**src/rtl/cnn_pkg.sv**
```systemverilog
// Shared constants for the convolution layer controller:
// FSM encoding and default pass geometry.
package cnn_pkg;

  localparam int DEPTH_DEF   = 16;
  localparam int TAPS_DEF    = 3;
  localparam int MAC_LAT_DEF = 2;

  localparam logic [2:0] ST_IDLE    = 3'd0;
  localparam logic [2:0] ST_LOAD    = 3'd1;
  localparam logic [2:0] ST_COMPUTE = 3'd2;
  localparam logic [2:0] ST_DRAIN   = 3'd3;
  localparam logic [2:0] ST_DONE    = 3'd4;

  function automatic int n_reads(input int depth, input int taps);
    return depth - taps + 1;
  endfunction

endpackage

```
**src/rtl/conv_layer_ctrl_valid_delay_line.sv**
```systemverilog
// Valid shift register matching the MAC pipeline depth;
// advances every cycle, clr empties it in one edge.
module valid_delay_line #(
  parameter int MAC_LAT = 2
) (
  input  logic clk,
  input  logic rst_n,
  input  logic clr,
  input  logic d,
  output logic q
);

  logic [MAC_LAT-1:0] sh_q;
  logic [MAC_LAT-1:0] sh_d;

  always_comb begin
    sh_d = '0;
    if (!clr) begin
      sh_d[0] = d;
      for (int i = 1; i < MAC_LAT; i++) begin
        sh_d[i] = sh_q[i-1];
      end
    end
  end

  always_ff @(posedge clk or negedge rst_n) begin
    if (!rst_n) begin
      sh_q <= '0;
    end else begin
      sh_q <= sh_d;
    end
  end

  assign q = sh_q[MAC_LAT-1];

endmodule

```
**src/rtl/conv_layer_ctrl.sv**
```systemverilog
// Layer-pass sequencer: loads DEPTH samples, issues the
// sliding-window reads, tracks results through the MAC.
module conv_layer_ctrl
  import cnn_pkg::*;
#(
  parameter int DEPTH   = DEPTH_DEF,
  parameter int TAPS    = TAPS_DEF,
  parameter int MAC_LAT = MAC_LAT_DEF
) (
  input  logic       clk,
  input  logic       rst_n,
  input  logic       Start,
  input  logic       Abort,
  input  logic       InValid,
  input  logic       Pause,
  output logic       CntStart,
  output logic       WrEn,
  output logic       ReadEn,
  output logic       OutValid,
  output logic [3:0] OutIndex,
  output logic       Busy,
  output logic       Done
);

  localparam int CW = $clog2(DEPTH + 1);
  localparam logic [CW-1:0] LD_LAST = CW'(DEPTH - 1);
  localparam logic [CW-1:0] RD_LAST =
    CW'(n_reads(DEPTH, TAPS) - 1);

  logic [2:0]    state_q, state_d;
  logic [CW-1:0] ld_q, ld_d;
  logic [CW-1:0] rd_q, rd_d;
  logic [CW-1:0] idx_q, idx_d;
  logic          kill;
  logic          ov;

  assign kill = Abort && (state_q != ST_IDLE);

  always_comb begin
    state_d  = state_q;
    ld_d     = ld_q;
    rd_d     = rd_q;
    idx_d    = idx_q;
    CntStart = 1'b0;
    WrEn     = 1'b0;
    ReadEn   = 1'b0;
    case (state_q)
      ST_IDLE: begin
        // rst_n gate keeps this Mealy pulse low in reset
        if (Start && !Abort && rst_n) begin
          CntStart = 1'b1;
          state_d  = ST_LOAD;
          ld_d     = '0;
          rd_d     = '0;
        end
      end
      ST_LOAD: begin
        WrEn = InValid;
        if (InValid) begin
          ld_d = ld_q + 1'b1;
          if (ld_q == LD_LAST) state_d = ST_COMPUTE;
        end
      end
      ST_COMPUTE: begin
        ReadEn = !Pause;
        if (!Pause) begin
          rd_d = rd_q + 1'b1;
          if (rd_q == RD_LAST) state_d = ST_DRAIN;
        end
      end
      ST_DRAIN: begin
        // last result leaving the line means it is empty
        if (ov && idx_q == RD_LAST) state_d = ST_DONE;
      end
      ST_DONE: begin
        state_d = ST_IDLE;
      end
      default: begin
        state_d = ST_IDLE;
      end
    endcase
    if (CntStart) begin
      idx_d = '0;
    end else if (ov) begin
      idx_d = idx_q + 1'b1;
    end
    if (kill) begin
      state_d = ST_IDLE;
      ld_d    = '0;
      rd_d    = '0;
      idx_d   = '0;
    end
  end

  always_ff @(posedge clk or negedge rst_n) begin
    if (!rst_n) begin
      state_q <= ST_IDLE;
      ld_q    <= '0;
      rd_q    <= '0;
      idx_q   <= '0;
    end else begin
      state_q <= state_d;
      ld_q    <= ld_d;
      rd_q    <= rd_d;
      idx_q   <= idx_d;
    end
  end

  valid_delay_line #(
    .MAC_LAT (MAC_LAT)
  ) u_dly (
    .clk   (clk),
    .rst_n (rst_n),
    .clr   (kill),
    .d     (ReadEn),
    .q     (ov)
  );

  assign OutValid = ov;
  assign OutIndex = 4'(idx_q);
  assign Busy     = (state_q != ST_IDLE);
  assign Done     = (state_q == ST_DONE);

endmodule

```
**config.mk**
```make
export PLATFORM = sky130hd
export DESIGN_NAME = conv_layer_ctrl
export DESIGN_NICKNAME = d
export VERILOG_FILES = /design/src/rtl/cnn_pkg.sv /design/src/rtl/conv_layer_ctrl_valid_delay_line.sv /design/src/rtl/conv_layer_ctrl.sv
export SDC_FILE = /design/constraint.sdc
export NUM_CORES = 1
export LEC_CHECK = 0
export CORE_UTILIZATION = 30
export CTS_BUF_LIST = sky130_fd_sc_hd__clkbuf_4
export DETAILED_ROUTE_END_ITERATION = 8
export PLACE_DENSITY_LB_ADDON = 0.12
export REMOVE_ABC_BUFFERS = 1
export SYNTH_ARGS = -nofsm -noshare
export SYNTH_HDL_FRONTEND = slang
export SYNTH_SLANG_ARGS = --single-unit
```
**constraint.sdc**
```tcl
create_clock -name clk -period 3.8 [get_ports clk]
set_input_delay 0.38 -clock clk [delete_from_list [all_inputs] [get_ports clk]]
set_output_delay 0.38 -clock clk [all_outputs]
set_load 0.02 [all_outputs]
```
# == After elaboration in Yosys (flattened, before gate mapping) ==
# Index checks and enable logic that the tools add are counted.
# classes
eq_ne,13
n_reduce_logical,14
n_mul,0
n_lt_le_gt_ge,0
div_mod_pow,0
n_shift,0
mux,23
n_bitwise,0
add_sub_neg,3
# ops
cell,count
$mux 5,8
$mux 3,7
$pmux 5 s2,2
$ne 3x2->1 const B,6
$add 5x1->5 const B,3
$eq 5x4->1 const B,3
$pmux 3 s4,1
$reduce_bool 3->1,4
$eq 3x2->1 const B,2
$reduce_and 3->1,2
$reduce_and 6->1,1
$logic_and 1x1->1,4
$mux 1,4
$eq 3x1->1 const B,1
$eq 3x3->1 const B,1
$logic_not 3->1,1
$logic_not 1->1,2
$mux 2,1
# totals
mem_count,0
regBits,20
inputBits,6
ram_bits,0
wordCells,58
mem_bits_ro,0
latchBits,0
output_inout_bits,10

# == Depth between registers and ports, before layout ==
# Gate-level depths: netlist of the first run.
# logic_depth
depth_word,7
mapped_depth,7
mapped_depth_nobuf,6

# == By module ==
# A second synthesis of the first run with hierarchy kept.
# unflattened
hier_cells,121
area_unflattened_um2,1213.7
# by_module_without_submodules
module,area_each_um2,cells_per_inst,seq_area_each_um2,n_inst
conv_layer_ctrl,1151.1,117,450.4,1
valid_delay_line,62.6,4,50.0,1

# == Least setup slack after synthesis of the first run ==
# No wires, ideal clock.
# synth_path
path_kind,register to register
start,register state_q[0]
end,register ld_q[3]
path_stages_with_launch,8
arrival_ns,1.582
path_slack_ns,2.088
synth_period_minus_slack_ns,1.712
n_path_buf,3
required_time_ns,3.670
setup_ns,0.130
cell_sequence,dfrtp_1 > buf_6 > or3_4 > buf_6 > and2b_1 > a21o_1 > buf_6 > a21oi_1
# synth_between
elab_chain_cells,4
word_cells_on_any_way,10
classes_between,eq/ne: 3; mux: 2; reduce/logical: 5
# synth_lines
element,line,rtl
start: declaration,conv_layer_ctrl.sv:30,"logic [2:0] state_q, state_d;"
start signal: assignment,conv_layer_ctrl.sv:102,state_q <= state_d;
$reduce_bool 3->1 (*),--,
named net Busy,conv_layer_ctrl.sv:21,"output logic Busy,"
$logic_and 1x1->1 (*),conv_layer_ctrl.sv:37,assign kill = Abort && (state_q != ST_IDLE);
$ne 3x2->1 (no line) or $reduce_bool 3->1 (tied branches),--,
$reduce_and 3->1 (no line),--,
end signal: assignment,conv_layer_ctrl.sv:103,ld_q <= ld_d;
end: declaration,conv_layer_ctrl.sv:31,"logic [CW-1:0] ld_q, ld_d;"
# The timed path passes the listed nets; every way through them passes the cells marked *.
# A chain may end at the register's enable or synchronous reset.

# == Worst setup path in the final report of the first run ==
# layout_path
start,register state_q[1]
end,output CntStart
# layout_between
elab_chain_cells,2
# layout_lines
element,line,rtl
$logic_not 3->1,conv_layer_ctrl.sv:47,case (state_q)
$mux 1,conv_layer_ctrl.sv:47,
end: declaration,conv_layer_ctrl.sv:16,"output logic CntStart,"
# Every way passes these cells.

==> results of run 1 <==
-- cell type report --
cell class | count | area [sq um]
clock buffer | 3 | 22.5
clock inverter | 1 | 30.0
fill | 399 | 2360
inverter | 4 | 15.0
multi-input combinational | 83 | 596
sequential | 20 | 500
tap | 48 | 60.1
timing repair buffer | 16 | 158
-- cells in the mapped netlist, drive strengths merged (2+ instances only) --
library cell  instances
or4                   3
nand4                 2
a21oi                 5
or3                   4
o21ai                 8
a211oi                2
nand3                 6
nor3                  2
nand2b                3
nor2                 11
and3                  2
nand2                 4
ha                    6
buf                  10
inv                   4
dfrtp                20
o31ai                 2
xor2                  4
-- kinds of logic after synthesis --
logic type / Yosys count
and+or+nand+nor: 46
buffers and inverters: 15
xor gates and xnor gates: 5
adders and majority gates: 6
muxes: 2
AOI/OAI and AO/OA: 24
DFF: 20
-- metrics by stage --
stage,instance area (sq um),cells
after CTS,1380,175
after global routing,1380,175
after floorplan,1110,107
final,1380,175
after global placement,1330,171
after detailed placement,1330,171
-- power by group through the flow --
stage	clock, mW	sequential (mW)	combinational, mW
finish	0.179	0.220	0.0465
global route	0.194	0.220	0.0518
CTS	0.184	0.220	0.0476
detailed placement	0	0.224	0.0472
global placement	0	0.224	0.0473
floorplan	0	0.223	0.0250
-- worst reg2reg max path: stages (launching register included) --
cell and delay [ns]:
dfrtp_1 0.58, or3_4 0.50, and2b_1 0.25, a21o_1 0.31, nor2_1 0.09
-- final timing paths --
kind / to / slack [ns] / cells past startpoint
max: CntStart / 1.18 / 3
min: ld_q[4] / 0.45 / 2
max reg2reg: idx_q[0] / 1.97 / 4
min reg2reg: ld_q[0] / 0.54 / 1
max in group asynchronous: ld_q[1] / 3.13 / 2
min in group clk: ld_q[0] / 0.54 / 1
-- state kept, by name, summed over array words and instances (netlist names) --
register / cells
u_dly.sh_q: 2
state_q: 3
ld_q: 5
rd_q: 5
idx_q: 5
-- routing by layer --
layer,track usage (%),wire (um),up-vias
li1,-,-,440
met1,17.5,1200,440
met2,20.9,1130,15
met3,4.17,97,2
met4,3.26,24,0
met5,0,0,-
==> summary.md, run 1 <==
| Metric | Value |
|---|---|
| Status | completed |
| Port Buffer Count | 15 |
| Area leader, netlist | dfrtp_1 |
| Reg2reg start | state_q[1] |
| TritonRoute pass-1 iters | 4 |
| Post-CTS resize count | 0 |
| Crit start category | register |
| Simple-gate portion of the synthesized area | 23.6% |
| Post-DR vias/cell | 5.13 |
| Synth Instances | 118 |
| Switching Share | 23.1% |
| Worst path top cell family by delay | simple AND/OR/NAND/NOR gates |
| Post-Synth Adder-Cell Area | 6.27% |
| Mux contribution to synthesized area | 2.09% |
| Core area | 3740 sq um |
| Postcts setup bufs | 0 |
| Final hold viol count | 0 |
| Starting density of the core | 32.0% |
| Final GP Congestion | 0.774 |
| Psw | 0.103 mW |
| Site row count | 22 |
| Register area share after synthesis | 41.8% |
| Worst-Skew Late Latency | 0.31 ns |
| Worst vdd ir | 0.146 mV |
| Sequential power share | 49.4% |
| HP Class | primary input to async pin |
| Share of the synthesized area in the top cell type | 41.8% |
| Critical-path top delay cell | clkdlybuf4s50_1 |
| Pin count of the biggest net entering global routing | 22 |
| Fmax | 382 MHz |
| Total Routing Usage GR | 13.2% |
| CP Max Fanout | 13 |
| PnR Total Power | 0.445 mW |
| Yosys reg bits | 20 |
| H-tree depth | 1 |
| Clock root buffer | clkbuf_4 |
| Ratio of cells with drive above 1 in the final layout | 11.8% |
| Asr flop ratio synth | 100% |
| Ant diodes | 0 |
| Pwr/cell area | 322 nW/um^2 |
| DP Worst Slack | 1.29 ns |
| Relative slew slack | 67.5% |
| CP Capture Type | output port |
| Setup TNS | 0 ns |
| Worst hold margin | 0.452 ns |
| Clock sinks | 20 |
| Ports | 16 |
| Synth cell types | 44 |
| Crit path required time | 3.42 ns |
| Num CTS Buffers | 3 |
| Die Y | 65.2 um |
| Total gr overflow | 0 |
| First-pass GRT wire length | 4.22 mm |
| Buffer and inverter count on the worst path | 1 |
| Post-Syn Area per Cell | 10.1 sq um |
| Post-Syn Area | 1200 sq um |
| Leakage | 0.592 nW |
| Post-synth EDFFs | 0 |
| WL final | 2.46 mm |
| DIE AREA | 4250 sq um |
| Worst Skew | 0.0108 ns |
| Clock network fraction of total power | 40.2% |
| Final ANT Viol Nets | 0 |
| Synth Flop Type | dfrtp_1 |
| Top cells by area, synth | dfrtp_1 (42%), ha_1 (6.3%), o21ai_0 (3.3%) |
| Die X-Extent | 65.2 um |
| Min Tclk post-route | 2.62 ns |
| Final Worst Setup Slack | 1.18 ns |
| Final setup violation count | 0 |
| Max-slew violations | 0 |
| Unrepaired setup endpoints after global routing | no |
| Post-DP HPWL | 1.77 mm |
| Compound-Gate Fraction of Synth Area | 14.1% |
| 1st-iter DRT viols | 31 |
| Syn-to-layout area delta | 15.4% |
| Slew @ Worst Pin | 0.487 ns |
| CP arrival | 2.24 ns |
| DRC Markers | 0 |
| Path type of the worst setup path | register to output port |
| Vias | 897 |
| Final period util | 68.9% |
| CP startpoint | state_q[1] |
| WL/cell | 14.1 um |
| Crit-path cells | or3_4 > and2b_1 > clkdlybuf4s50_1 |
| Max_cap viols | 0 |
| CTS Hold Bufs | 0 |
| Post-synthesis xor/xnor area fraction | 3.66% |
| Power Internal | 0.342 mW |
| Most common cell after layout, fill and taps aside | dfrtp_1 |
| Synth warn | 0 |
| Initial antenna violation count | 0 |
| Utilization after layout | 36.9% |
| Commonest cells after routing, fill and taps aside | dfrtp_1 (20), clkdlybuf4s50_1 (15), nor2_1 (9) |
| CP peak stage delay | 0.60 ns |
| Layout Nets | 140 |
| Largest family of logic cells by synthesized area | simple AND/OR/NAND/NOR gates |
| Clk slew on worst S/H paths | 0.13 ns |
| Clock Tree Buf Depth | 2 |
| Vias in the first global route | 861 |
| Comb power frac | 10.4% |
| CTS tree | built |
No activity file was read; power rests on OpenSTA's default activity.
==> inputs of run 2 (changes only) <==
==> constraint.sdc (replaced) <==
create_clock -name clk -period 2.5 [get_ports clk]
set_input_delay 0.25 -clock clk [delete_from_list [all_inputs] [get_ports clk]]
set_output_delay 0.25 -clock clk [all_outputs]
set_load 0.02 [all_outputs]
==> summary.md, run 2 (synthesis results as in run 1) <==
| Metric | Value |
|---|---|
| Ports | 16 |
| Worst vdd ir | 0.233 mV |
| DRC Markers | 0 |
| Most common cell after layout, fill and taps aside | dfrtp_1 |
| Port Buffer Count | 15 |
| TritonRoute pass-1 iters | 4 |
| Vias in the first global route | 897 |
| Layout Nets | 142 |
| Most used routing layer | met2 |
| Reg-to-reg slack, setup | 0.71 ns |
| Fmax | 419 MHz |
| Syn-to-layout area delta | 14.4% |
| Max_cap viols | 0 |
| Met3 Usage GRT | 3.65% |
| Core area | 3740 sq um |
| GRT met2 Usage | 21.4% |
| Area of the multi-input gates | 596 sq um |
| H-tree depth | 1 |
| Setup TNS | 0 ns |
| Clk slew on worst S/H paths | 0.12 ns |
| WL final | 2.40 mm |
| Total Routing Usage GR | 13.1% |
| Crit path required time | 2.25 ns |
| Fin cells | 177 |
| Postcts setup bufs | 0 |
| Ratio of cells with drive above 1 in the final layout | 12.4% |
| CP Capture Type | output port |
| Initial antenna violation count | 0 |
| Final hold viol count | 0 |
| # fillers | 392 |
| Worst Skew | 0.00154 ns |
| Site row count | 22 |
| Die X-Extent | 65.2 um |
| Pwr/cell area | 415 nW/um^2 |
| CP arrival | 2.14 ns |
| DIE AREA | 4250 sq um |
| Relative slew slack | 72.7% |
| Pin count of the biggest net entering global routing | 22 |
| First-pass GRT wire length | 4.22 mm |
| Total gr overflow | 0 |
| Commonest cells after routing, fill and taps aside | dfrtp_1 (20), clkdlybuf4s50_1 (15), nor2_1 (9) |
| CTS tree | built |
| Final period util | 95.5% |
| Starting density of the core | 32.0% |
| Placed cells | 173 |
| Min Tclk post-route | 2.39 ns |
| Ant diodes | 0 |
| CP Max Fanout | 10 |
| Final setup violation count | 0 |
| Final GP Congestion | 0.759 |
| Unrepaired setup endpoints after global routing | no |
| Final ANT Viol Nets | 0 |
| Max-slew violations | 0 |
| Slew @ Worst Pin | 0.410 ns |
| Worst-Skew Late Latency | 0.30 ns |
| R2R cell count | 5 |
| Vias | 894 |
| HP Class | primary input to async pin |
| Register Area | 500 sq um |
| Met1 Resource Use GR | 16.4% |
| Utilization after layout | 36.6% |
| Die Y | 65.2 um |
| CTS Hold Bufs | 0 |
| Path type of the worst setup path | register to output port |
| Clock Tree Buf Depth | 2 |
| Clock sinks | 20 |
| Crit start category | register |
| Biggest regs | idx_q: 5 flops, ld_q: 5 flops, rd_q: 5 flops |
| Clock root buffer | clkbuf_4 |
| Reg2reg start | ld_q[0] |
| 1st-iter DRT viols | 20 |
| Status | completed |
| Post-DP HPWL | 1.77 mm |
| Leakage | 0.590 nW |
| Num CTS Buffers | 3 |
| Post-CTS resize count | 0 |
| Worst R2R End | ld_q[4] |
| WL/cell | 13.6 um |
| Post-DR vias/cell | 5.05 |
run 2: final cells by class:
class                           count  share of cell area (%)
Multi-Input combinational cell     83                    43.5
Sequential cell                    20                    36.5
Timing Repair Buffer               18                    12.6
Tap cell                           48                    4.38
Clock buffer                        3                    1.64
Inverter                            4                    1.10
Clock inverter                      1                   0.274
run 2: routing by layer:
layer	share of wire [%]	routed length (um)
met5	0	0
met4	1.0	24
met3	3.7	88
met2	47	1120
met1	49	1170
run 2: report_power, final:
part | internal (mW) | switching [mW]
registers | 0.328 | 0.00667
logic | 0.0312 | 0.0404
clock network | 0.0583 | 0.104
total | 0.417 | 0.151
run 2: through the flow:
stage | power (mW) | hold WS (ns) | area, sq um | setup WS [ns]
floorplan | 0.377 | -0.0456 | 1110 | 0.751
global placement | 0.414 | 0.503 | 1340 | 0.423
detailed placement | 0.414 | 0.500 | 1340 | 0.436
CTS | 0.580 | 0.362 | 1370 | 0.0925
global route | 0.603 | 0.365 | 1370 | 0.00382
finish | 0.568 | 0.361 | 1370 | 0.112
run 2: how the worst max path moves through the flow:
stage / start / to / slack (ns) / cells after the start
2_1_floorplan: state_q[1] / idx_q[1] / 0.75 / 4
3_3_place_gp: rst_n / CntStart / 0.42 / 4
3_5_place_dp: rst_n / CntStart / 0.44 / 4
4_1_cts: state_q[0] / CntStart / 0.09 / 3
5_1_grt: state_q[0] / CntStart / 0.004 / 3
6_report: state_q[0] / CntStart / 0.11 / 3
run 2: critical path, cell delays in order (launching register included):
cell             delay [ns]
dfrtp_1                0.50
or3_4                  0.48
and2b_1                0.25
clkdlybuf4s50_1        0.61
==> inputs of run 3 (changes only) <==
--- a/config.mk
+++ b/config.mk
@@ -10,6 +10,7 @@
 export DETAILED_ROUTE_END_ITERATION = 8
 export PLACE_DENSITY_LB_ADDON = 0.12
 export REMOVE_ABC_BUFFERS = 1
+export SLEW_MARGIN = 0
 export SYNTH_ARGS = -nofsm -noshare
 export SYNTH_HDL_FRONTEND = slang
 export SYNTH_SLANG_ARGS = --single-unit
==> results of run 3 <==
No change in the layout: final DEF, timing and power equal those of run 2.
